### src/rtl/mult8_seq_sched.sv
// Sequential WxW unsigned multiplier that time-shares one external (W/2)x(W/2) multiplier
// over four cycles (LL, LH, HL, HH), shift-accumulating the partial products.
module mult8_seq_sched #(
  parameter int W = 8
) (
  input  logic             clk,
  input  logic             rst_n,
  input  logic             in_valid,
  output logic             in_ready,
  input  logic [W-1:0]     a,
  input  logic [W-1:0]     b,
  output logic             out_valid,
  input  logic             out_ready,
  output logic [2*W-1:0]   p,
  output logic             busy,
  output logic [W/2-1:0]   mul_a,
  output logic [W/2-1:0]   mul_b,
  input  logic [W-1:0]     mul_p
);

  localparam int H = W / 2;

  typedef enum logic [2:0] {
    S_IDLE,
    S_LL,
    S_LH,
    S_HL,
    S_HH,
    S_DONE
  } state_t;

  state_t           r_state;
  logic [W-1:0]     r_ra;
  logic [W-1:0]     r_rb;
  logic [2*W-1:0]   r_acc;

  logic [2*W-1:0]   w_mul_ext;
  logic [2*W-1:0]   w_addend;

  assign w_mul_ext = {{W{1'b0}}, mul_p};

  // Weight of the current partial product: LL x1, cross terms x2^H, HH x2^2H.
  always_comb begin
    w_addend = '0;
    case (r_state)
      S_LL:       w_addend = w_mul_ext;
      S_LH, S_HL: w_addend = w_mul_ext << H;
      S_HH:       w_addend = w_mul_ext << (2 * H);
      default:    w_addend = '0;
    endcase
  end

  always_comb begin
    mul_a = '0;
    mul_b = '0;
    case (r_state)
      S_LL: begin mul_a = r_ra[H-1:0]; mul_b = r_rb[H-1:0]; end
      S_LH: begin mul_a = r_ra[H-1:0]; mul_b = r_rb[W-1:H]; end
      S_HL: begin mul_a = r_ra[W-1:H]; mul_b = r_rb[H-1:0]; end
      S_HH: begin mul_a = r_ra[W-1:H]; mul_b = r_rb[W-1:H]; end
      default: begin mul_a = '0; mul_b = '0; end
    endcase
  end

  always_ff @(posedge clk) begin
    if (!rst_n) begin
      r_state <= S_IDLE;
      r_ra    <= '0;
      r_rb    <= '0;
      r_acc   <= '0;
    end else begin
      case (r_state)
        S_IDLE: begin
          if (in_valid) begin
            r_ra    <= a;
            r_rb    <= b;
            r_acc   <= '0;
            r_state <= S_LL;
          end
        end
        S_LL: begin
          r_acc   <= r_acc + w_addend;
          r_state <= S_LH;
        end
        S_LH: begin
          r_acc   <= r_acc + w_addend;
          r_state <= S_HL;
        end
        S_HL: begin
          r_acc   <= r_acc + w_addend;
          r_state <= S_HH;
        end
        S_HH: begin
          r_acc   <= r_acc + w_addend;
          r_state <= S_DONE;
        end
        S_DONE: begin
          if (out_ready) r_state <= S_IDLE;
        end
        default: r_state <= S_IDLE;
      endcase
    end
  end

  assign in_ready  = (r_state == S_IDLE);
  assign busy      = (r_state != S_IDLE);
  assign out_valid = (r_state == S_DONE);
  assign p         = r_acc;

endmodule
### config.mk
export PLATFORM = sky130hd
export DESIGN_NAME = mult8_seq_sched
export DESIGN_NICKNAME = d
export VERILOG_FILES = /design/src/rtl/mult8_seq_sched.sv
export SDC_FILE = /design/constraint.sdc
export NUM_CORES = 1
export LEC_CHECK = 0
export ABC_AREA = 1
export BUFFER_PORTS_ARGS = -buffer_cell sky130_fd_sc_hd__buf_2
export CORE_ASPECT_RATIO = 0.9
export CORE_MARGIN = 2
export CORE_UTILIZATION = 45
export DETAILED_ROUTE_END_ITERATION = 6
export PLACE_DENSITY = 0.82
export SKIP_LAST_GASP = 1
export SLEW_MARGIN = 20
export SYNTH_ARGS = -nofsm -noshare
export SYNTH_HDL_FRONTEND = slang
export SYNTH_SLANG_ARGS = --single-unit
### constraint.sdc
create_clock -name clk -period 2.3 [get_ports clk]
set_clock_uncertainty 0.1 [all_clocks]
set_input_delay 0.345 -clock clk [delete_from_list [all_inputs] [get_ports clk]]
set_output_delay 0.345 -clock clk [all_outputs]
set_load 0.005 [all_outputs]
==> results of run 1 <==
[repair_timing]
action / 4_1_cts / 5_1_grt
resized for setup: 14 / 74
pin swaps: 3 / 24
buffers inserted: 1 / 8
setup endpoints to repair: 12 / 13
[cell families after synthesis]
logic type               share of synthesized area
buffers and inverters                        0.135
AND/OR/NAND/NOR                              0.319
adder cells (fa/ha/maj)                     0.0865
AO/OA/AOI/OAI                                0.168
flip-flops                                   0.292
[through the flow]
stage | util | cells | hold WS, ps | TNS (ps) | worst slack (ps)
5_1_grt | 0.660 | 532 | 223 | -2270 | -270
3_3_place_gp | 0.554 | 515 | 338 | -93.2 | -56.9
3_5_place_dp | 0.554 | 515 | 343 | -714 | -163
4_1_cts | 0.587 | 524 | 216 | -6.67 | -6.67
2_1_floorplan | - | 380 | 329 | 0 | 14.8
6_report | 0.660 | 532 | 219 | -550 | -106
[critical path: cells and delay by family, from the launching register on]
kind,cells,cell delay (ps)
compound gates,4,500
flops,1,340
fa+ha+maj,1,260
simple gates,5,650
buf+inv,4,440
[power groups by stage]
stage | Clock (mW) | Sequential, mW | Combinational, mW
5_1_grt | 0.538 | 0.802 | 1.78
3_5_place_dp | 0 | 0.790 | 1.20
4_1_cts | 0.512 | 0.780 | 1.27
6_report | 0.508 | 0.791 | 1.64
3_3_place_gp | 0 | 0.786 | 1.17
2_1_floorplan | 0 | 0.787 | 0.797
[layout by cell type (no fill, tap or decap), drive strengths merged]
cell type | synthesis | layout
clkbuf | 5 | 6
nand4 | 2 | 2
a21oi | 41 | 41
o22ai | 16 | 16
clkinv | 2 | 4
ha | 15 | 15
nor2 | 22 | 22
inv | 73 | 72
clkinvlp | 0 | 1
dfxtp | 35 | 35
nand3 | 26 | 26
nor3 | 4 | 4
o21ai | 18 | 18
nand2 | 104 | 104
nor4 | 1 | 1
nand3b | 2 | 2
or2 | 8 | 8
and2 | 2 | 2
fa | 1 | 1
buf | 2 | 84
o221ai | 1 | 1
[cell usage after synthesis, types with 2 or more instances]
cell | n | area share
a21oi_1 | 41 | 0.085
o21ai_0 | 17 | 0.035
and2_1 | 2 | 0.0052
nand3_1 | 26 | 0.054
nand3b_1 | 2 | 0.0062
clkbuf_1 | 5 | 0.0078
nand2_1 | 100 | 0.16
o22ai_1 | 16 | 0.042
nor2_1 | 19 | 0.030
ha_1 | 15 | 0.078
nand2_2 | 2 | 0.0052
or2_2 | 8 | 0.021
nand2_4 | 2 | 0.0094
inv_1 | 72 | 0.11
dfxtp_1 | 35 | 0.29
nor3_1 | 4 | 0.0083
nand4_1 | 2 | 0.0052
[layout make-up]
class                           count  share of cell area
Clock buffer                        6              0.0241
Clock inverter                      2             0.00475
Inverter                           75              0.0851
Multi-Input combinational cell    263               0.512
Sequential cell                    35               0.205
Tap cell                           67              0.0245
Timing Repair Buffer               84               0.145
[per-layer routing]
metal	GRT usage	wire length, um	share of wire
met1	0.273	2940	0.40
met2	0.412	3800	0.52
met3	0.0627	364	0.049
met4	0.0866	273	0.037
met5	0	0	0
[final timing paths]
path | startpoint | end | cells past startpoint
max | r_state[2] | p[7] | 14
min | b[7] | r_rb[7] | 3
max reg2reg | r_state[2] | p[7] | 14
min reg2reg | r_ra[0] | r_ra[0] | 2
[registers in the layout, indices dropped and copies added (netlist names)]
| register | cells |
|---|---|
| p | 16 |
| r_rb | 8 |
| r_ra | 8 |
| r_state | 3 |
==> impl_metrics.yaml, run 1 <==
logic_synthesis:
  synth_flop_cell: "dfxtp_1"
  syn-num-nets: 424
  async_reset_ff_frac: 0
  synth_edf_count: 0
  yosysUniqueCellTypes: 29
  syn-instance-count: 380
  ys_ff_latch: 35
  yosysWarnings: 0
  avgSynthCellArea_sq_um: 6.32
  syn_area_sq_um: 2400
  yosysSeqAreaShare: 0.292
clock_network:
  clock_sinks: 35
  clock_path_buffers: 2
  cts_tree: "yes"
  h-tree-depth: 2
  clk_pin_slew_worst_paths_ps: 90
  clkLatencyLatePin_ps: 310
  cts_inserted_buffers: 5
  hold_buffers: 0
  root_buffer: "clkbuf_8"
pwr:
  irDropWorstVdd_v: 0.000578
  power_switching_share: 0.430
  combinationalPowerShare: 0.558
  p_sw_mw: 1.26
  internal_power_mw: 1.68
  p_leak_nw: 1.75
  total_power_mw: 2.94
  power_frac_clock: 0.173
  powerDensity_nw_per_um2: 858
  sequentialPowerShare: 0.269
final_layout:
  drive_gt1_frac: 0.383
  area.growth.synth_to_final_pct: 42.6
  final_area_sq_um: 3430
  layout.nets: 508
  diodes: 0
  multi_input_area_sq_um: 1750
  regArea_sq_um: 703
  fill_cells: 436
critical_path:
  crit_type: "flip-flop to flip-flop"
  cp-end-kind: "flip-flop"
  path_cells: "buf_4 > inv_1 > nand3_2 > o21ai_4 > clkinv_4 > o22ai_4 > ha_4 > nand2_4 > inv_2 > a21oi_2 > nand2_2 > or2_2 > nand3_1 > a21oi_1"
  crit_required_ps: 2380
  startpoint_type: "flip-flop"
  slowest_delay_ps: 340
  crit_slowest_cell: "dfxtp_2"
  worstPathMaxFanout: 8
  arrival_ps: 2490
  r2r_slack_ps: -110
placed_design:
  dp.final_hpwl_um: 4770
  placed_area_sq_um: 2880
  io_buffers: 54
  gp_congestion: 0.873
routing:
  wl_um: 7380
  num_vias: 2771
  dr.first_iter.drc_count: 162
  route.detailed.drc: 0
  first_pass_iters: 4
  viasPerCell: 5.21
  wl_per_cell_um: 13.9
  ant_nets: 0
run_status:
  outcome: "finished, violations left"
  violations: "negative setup slack"
floorplanning:
  start_util: 0.463
  die_y_um: 73.3
  fp.dieArea_sq_um: 5940
  pin_count: 55
  fp.coreArea_sq_um: 5190
  num_rows: 25
  die_w_um: 81.0
sta:
  period_share: 1.05
  rsz0062_at_grt: "yes"
  layout_setup_ws_ps: -106
  max-slew-margin-rel: 0.608
  tightest_slew_ps: 585
  slew_violations: 0
  finalSetupViolations: 8
  period_minus_slack_ps: 2410
  fmax_mhz: 416
  finalHoldViolations: 0
global_route:
  grt_usage: 0.234
  grt_overflow: 0
  grt_pass1_wl_um: 10800
  antenna_found_initial: 0
  grt_pass1_vias: 2479
  grt_max_degree: 33
min_path:
  hp-class: "input port to flip-flop"
run:
  drv_cap: 0
(Power assumes the default switching activity.)
==> run 2, diff against run 1 <==
- CTS_BUF_LIST: unset -> sky130_fd_sc_hd__clkbuf_16
- SETUP_SLACK_MARGIN: unset -> 0.4
==> run 2 against run 1 <==
Against the previous run:
- the flow still finishes with violations (negative setup slack)
- worst hold slack improved by 7.9 ps
- largest cell class unchanged
- via count increased by 6.2%
- utilization increased by 2.4 points
- sequential share of layout area decreased by 0.48 points
- highest routed layer unchanged
- critical path depth increased by 2
- global-route usage increased by 0.98 points
==> impl_metrics.yaml, run 2 (synthesis gave the netlist of run 1 again) <==
pwr:
  irDropWorstVdd_v: 0.000669
  combinationalPowerShare: 0.541
  internal_power_mw: 1.89
  p_leak_nw: 1.72
  p_sw_mw: 1.42
  power_frac_clock: 0.214
  total_power_mw: 3.31
  sequentialPowerShare: 0.245
  powerDensity_nw_per_um2: 932
  power_switching_share: 0.430
sta:
  tightest_slew_ps: 577
  fmax_mhz: 405
  max-slew-margin-rel: 0.613
  tns_ps: -1050
  finalSetupViolations: 10
  period_share: 1.07
  layout_setup_ws_ps: -166
  slew_violations: 0
  rsz0062_at_grt: "yes"
  period_minus_slack_ps: 2470
  whs_ps: 227
  finalHoldViolations: 0
clock_network:
  cts_tree: "yes"
  clock_path_buffers: 2
  clk_pin_slew_worst_paths_ps: 60
  h-tree-depth: 2
  hold_buffers: 0
  clock_sinks: 35
  cts_inserted_buffers: 5
  root_buffer: "clkbuf_16"
  clkLatencyLatePin_ps: 300
global_route:
  grt_pass1_vias: 2512
  grt_usage: 0.244
  antenna_found_initial: 0
  grt_max_degree: 33
  grt_overflow: 0
  grt_pass1_wl_um: 11200
routing:
  wl_per_cell_um: 16.2
  first_pass_iters: 5
  dr.first_iter.drc_count: 201
  num_vias: 2943
  ant_nets: 0
  viasPerCell: 5.60
  wl_um: 8510
  route.detailed.drc: 0
final_layout:
  layout.nets: 502
  area.growth.synth_to_final_pct: 47.8
  final_area_sq_um: 3550
  diodes: 0
  final_common_cell: "nand2_1"
  largest_reg_flops: 16
  fill_cells: 405
  drive_gt1_frac: 0.420
  instances_no_fill: 526
  final_cell_mix: "nand2_1 (66), inv_1 (61), buf_2 (54)"
placed_design:
  gp_congestion: 0.866
  io_buffers: 54
  dp_cells: 496
  dp.final_hpwl_um: 4690
  placed_area_sq_um: 2780
min_path:
  hp-class: "input port to flip-flop"
critical_path:
  crit_family: "simple AND/OR/NAND/NOR gates"
  crit_required_ps: 2360
  startpoint_type: "flip-flop"
  arrival_ps: 2530
  crit_slowest_cell: "dfxtp_4"
  slowest_delay_ps: 370
  cp-end-kind: "flip-flop"
  critical_path_buf_inv_count: 4
  cpMostUsedCell: "nand2_1"
  worstPathMaxFanout: 8
  path_cells: "inv_4 > nor2_4 > inv_4 > o21ai_4 > clkinv_4 > o22ai_2 > ha_1 > nand2_1 > inv_1 > nand2_1 > nor3_1 > nand2_1 > nand2_1 > nand2_1 > nand3_1 > a21oi_1"
  crit_type: "flip-flop to flip-flop"
run_status:
  outcome: "finished, violations left"
  violations: "negative setup slack"
floorplanning:
  fp.coreArea_sq_um: 5190
  die_w_um: 81.0
  die_y_um: 73.3
  start_util: 0.463
  fp.dieArea_sq_um: 5940
  num_rows: 25
  pin_count: 55
run:
  drv_cap: 0
## run 2: final timing paths
kind                    from       to  slack [ps]  cells past startpoint
setup / recovery  r_state[0]    p[14]        -170                     16
hold / removal          b[6]  r_rb[6]         230                      3
setup reg to reg  r_state[0]    p[14]        -170                     16
hold reg to reg      r_ra[7]  r_ra[7]         350                      2
## run 2: tightest hold or removal path: cells and delay by family
family                 cells  cell delay (ps)
AO/OA/AOI/OAI              2              170
buffers and inverters      1               70
## run 2: stage by stage
step,setup slack [ps],util
3_3_place_gp,76.0,0.535
6_report,-166,0.684
3_5_place_dp,-39.3,0.535
4_1_cts,47.3,0.610
5_1_grt,-277,0.684
2_1_floorplan,214,-
## run 2: metal layers
| layer | vias up | global-route usage | wire (um) | part of all wire |
|---|---|---|---|---|
| li1 | 1373 | - | - | - |
| met1 | 1361 | 0.293 | 3190 | 0.38 |
| met2 | 163 | 0.427 | 4220 | 0.50 |
| met3 | 46 | 0.0553 | 677 | 0.080 |
| met4 | 0 | 0.0885 | 412 | 0.048 |
| met5 | - | 0 | 0 | 0 |
## run 2: what timing repair did
action,in CTS,in global routing
setup endpoints to repair,18,22
setup buffers,11,10
gates cloned,0,1
pin swaps,15,40
gates resized for setup,31,73
## run 2: power groups by stage
stage | Sequential (mW) | Combinational (mW) | Clock, mW
after floorplan | 0.792 | 0.839 | 0
after global placement | 0.796 | 1.08 | 0
after detailed placement | 0.801 | 1.11 | 0
after CTS | 0.794 | 1.36 | 0.701
after global routing | 0.820 | 1.93 | 0.740
final | 0.810 | 1.79 | 0.710
## run 2: final cells by class
type / instances / area [sq um] / area share
clock buffer: 5 / 125 / 0.0352
clock inverter: 3 / 23.8 / 0.00669
tap: 67 / 83.8 / 0.0236
multi-input combinational: 264 / 1840 / 0.518
timing repair buffer: 77 / 467 / 0.131
sequential: 35 / 712 / 0.200
inverter: 75 / 299 / 0.0842
==> run 3, diff against run 2 <==
==> constraint.sdc (replaced) <==
create_clock -name clk -period 2.3 [get_ports clk]
set_clock_uncertainty 0.1 [all_clocks]
set_input_delay 0.345 -clock clk [delete_from_list [all_inputs] [get_ports clk]]
set_output_delay 0.345 -clock clk [all_outputs]
set_load 0.02 [all_outputs]
==> run 3 against run 2 <==
Against the previous run:
- combinational power rose by 10%
- the run still ends with negative setup slack left
- count of clock-buffer cells in the layout did not move
- critical path depth fell by 2
- utilization increased by 0.072 points
- critical path type unchanged
- worst setup slack gained 7.0 ps
- sequential power grew 0.9%
- cell count rose by 0.19%
- design area grew 0.11%
- via count grew 3.2%
==> impl_metrics.yaml, run 3 (synthesis gave the netlist of run 1 again) <==
run_status:
  outcome: "finished, violations left"
  violations: "negative setup slack"
global_route:
  grt_pass1_vias: 2552
  grt_max_degree: 33
  grt_usage: 0.249
  antenna_found_initial: 0
  grt_pass1_wl_um: 11400
  grt_overflow: 0
sta:
  period_share: 1.07
  max-slew-margin-rel: 0.556
  layout_setup_ws_ps: -159
  finalHoldViolations: 0
  slew_violations: 0
  period_minus_slack_ps: 2460
  finalSetupViolations: 11
  tightest_slew_ps: 662
  rsz0062_at_grt: "yes"
  fmax_mhz: 407
critical_path:
  arrival_ps: 2530
  slowest_delay_ps: 370
  crit_slowest_cell: "dfxtp_4"
  crit_type: "flip-flop to flip-flop"
  worstPathMaxFanout: 8
  cp-end-kind: "flip-flop"
  critical_path_buf_inv_count: 4
  crit_required_ps: 2370
  crit_family: "simple AND/OR/NAND/NOR gates"
  startpoint_type: "flip-flop"
  path_cells: "inv_4 > nor2_4 > inv_4 > o21ai_4 > inv_4 > o22ai_1 > ha_1 > nand2_1 > nand2_1 > inv_1 > nand3_1 > nand2_1 > nand3_1 > a21oi_1"
placed_design:
  dp_cells: 496
  io_buffers: 54
  gp_congestion: 0.866
  pre_cts_ws_ps: -39.3
  dp.final_hpwl_um: 4690
final_layout:
  area.growth.synth_to_final_pct: 48.0
  diodes: 0
  instances_no_fill: 527
  final_cell_mix: "nand2_1 (88), inv_1 (68), buf_2 (50)"
  drive_gt1_frac: 0.361
  layout.nets: 503
  final_common_cell: "nand2_1"
  largest_reg_flops: 16
  fill_cells: 390
pwr:
  irDropWorstVdd_v: 0.000789
  powerDensity_nw_per_um2: 984
  p_leak_nw: 1.72
floorplanning:
  die_y_um: 73.3
  num_rows: 25
  pin_count: 55
  start_util: 0.463
  fp.dieArea_sq_um: 5940
  die_w_um: 81.0
  fp.coreArea_sq_um: 5190
routing:
  num_vias: 3037
  drt-met1-wl_um: 3330
  wl_per_cell_um: 17.0
  dr.first_iter.drc_count: 234
  wl_um: 8960
  wl_met2_um: 4320
  first_pass_iters: 5
  route.detailed.drc: 0
  ant_nets: 0
  dr.max_layer_used: "met4"
  viasPerCell: 5.76
  route.met3.wl_um: 716
min_path:
  hp-class: "input port to flip-flop"
clock_network:
  cts_inserted_buffers: 5
  clk_pin_slew_worst_paths_ps: 70
  clock_path_buffers: 2
  cts_tree: "yes"
  clock_sinks: 35
  clkLatencyLatePin_ps: 290
  root_buffer: "clkbuf_16"
  h-tree-depth: 2
  hold_buffers: 0
run:
  drv_cap: 0
run 3: cell count changes in the layout (fill, tap and decap cells not counted), sizes merged:
cell	before	now
clkinv	3	2
inv	73	74
nor2	22	23
run 3: worst paths after layout:
path	start	slack, ps	to	cells past startpoint
min reg2reg	r_ra[4]	380	r_ra[4]	2
min	b[6]	240	r_rb[6]	3
max	r_state[0]	-160	p[8]	14
max reg2reg	r_state[0]	-160	p[8]	14
run 3: worst min-delay path: stages:
cell and delay (ps):
buf_2 70, o21ai_0 70, a21oi_1 100
run 3: final cells by class:
| type | instances | area [sq um] | share of cell area |
|---|---|---|---|
| multi-input combinational | 265 | 1810 | 0.509 |
| sequential | 35 | 712 | 0.200 |
| timing repair buffer | 77 | 508 | 0.143 |
| inverter | 75 | 294 | 0.0827 |
| clock buffer | 5 | 125 | 0.0352 |
| tap | 67 | 83.8 | 0.0236 |
| clock inverter | 3 | 23.8 | 0.00669 |
run 3: report_power, final:
group / switching, mW / internal, mW / total [mW]
clock network: 0.307 / 0.406 / 0.713
registers: 0.0884 / 0.729 / 0.817
logic: 1.18 / 0.792 / 1.97
total: 1.57 / 1.93 / 3.50
run 3: routing by layer:
metal,GRT usage,vias to the layer above
met5,0,-
met4,0.104,0
met3,0.0491,64
met2,0.438,197
met1,0.297,1399
li1,-,1377
run 3: repair_timing:
item	4_1_cts	5_1_grt
pin swaps	15	15
endpoints found under the hold margin	0	0
cloned	0	2
gates resized for setup	35	50
buffers inserted	11	10
endpoints found under the setup margin	19	22
run 3: stage by stage:
| stage | utilization | instance area [sq um] | hold slack (ps) | setup TNS [ps] | total power, mW |
|---|---|---|---|---|---|
| floorplan | - | 2450 | 329 | 0 | 1.73 |
| global placement | 0.535 | 2780 | 339 | 0 | 1.97 |
| detailed placement | 0.535 | 2780 | 342 | -70.1 | 2.01 |
| CTS | 0.613 | 3180 | 238 | 0 | 2.98 |
| global route | 0.685 | 3550 | 257 | -1850 | 3.63 |
| finish | 0.685 | 3550 | 236 | -1100 | 3.50 |
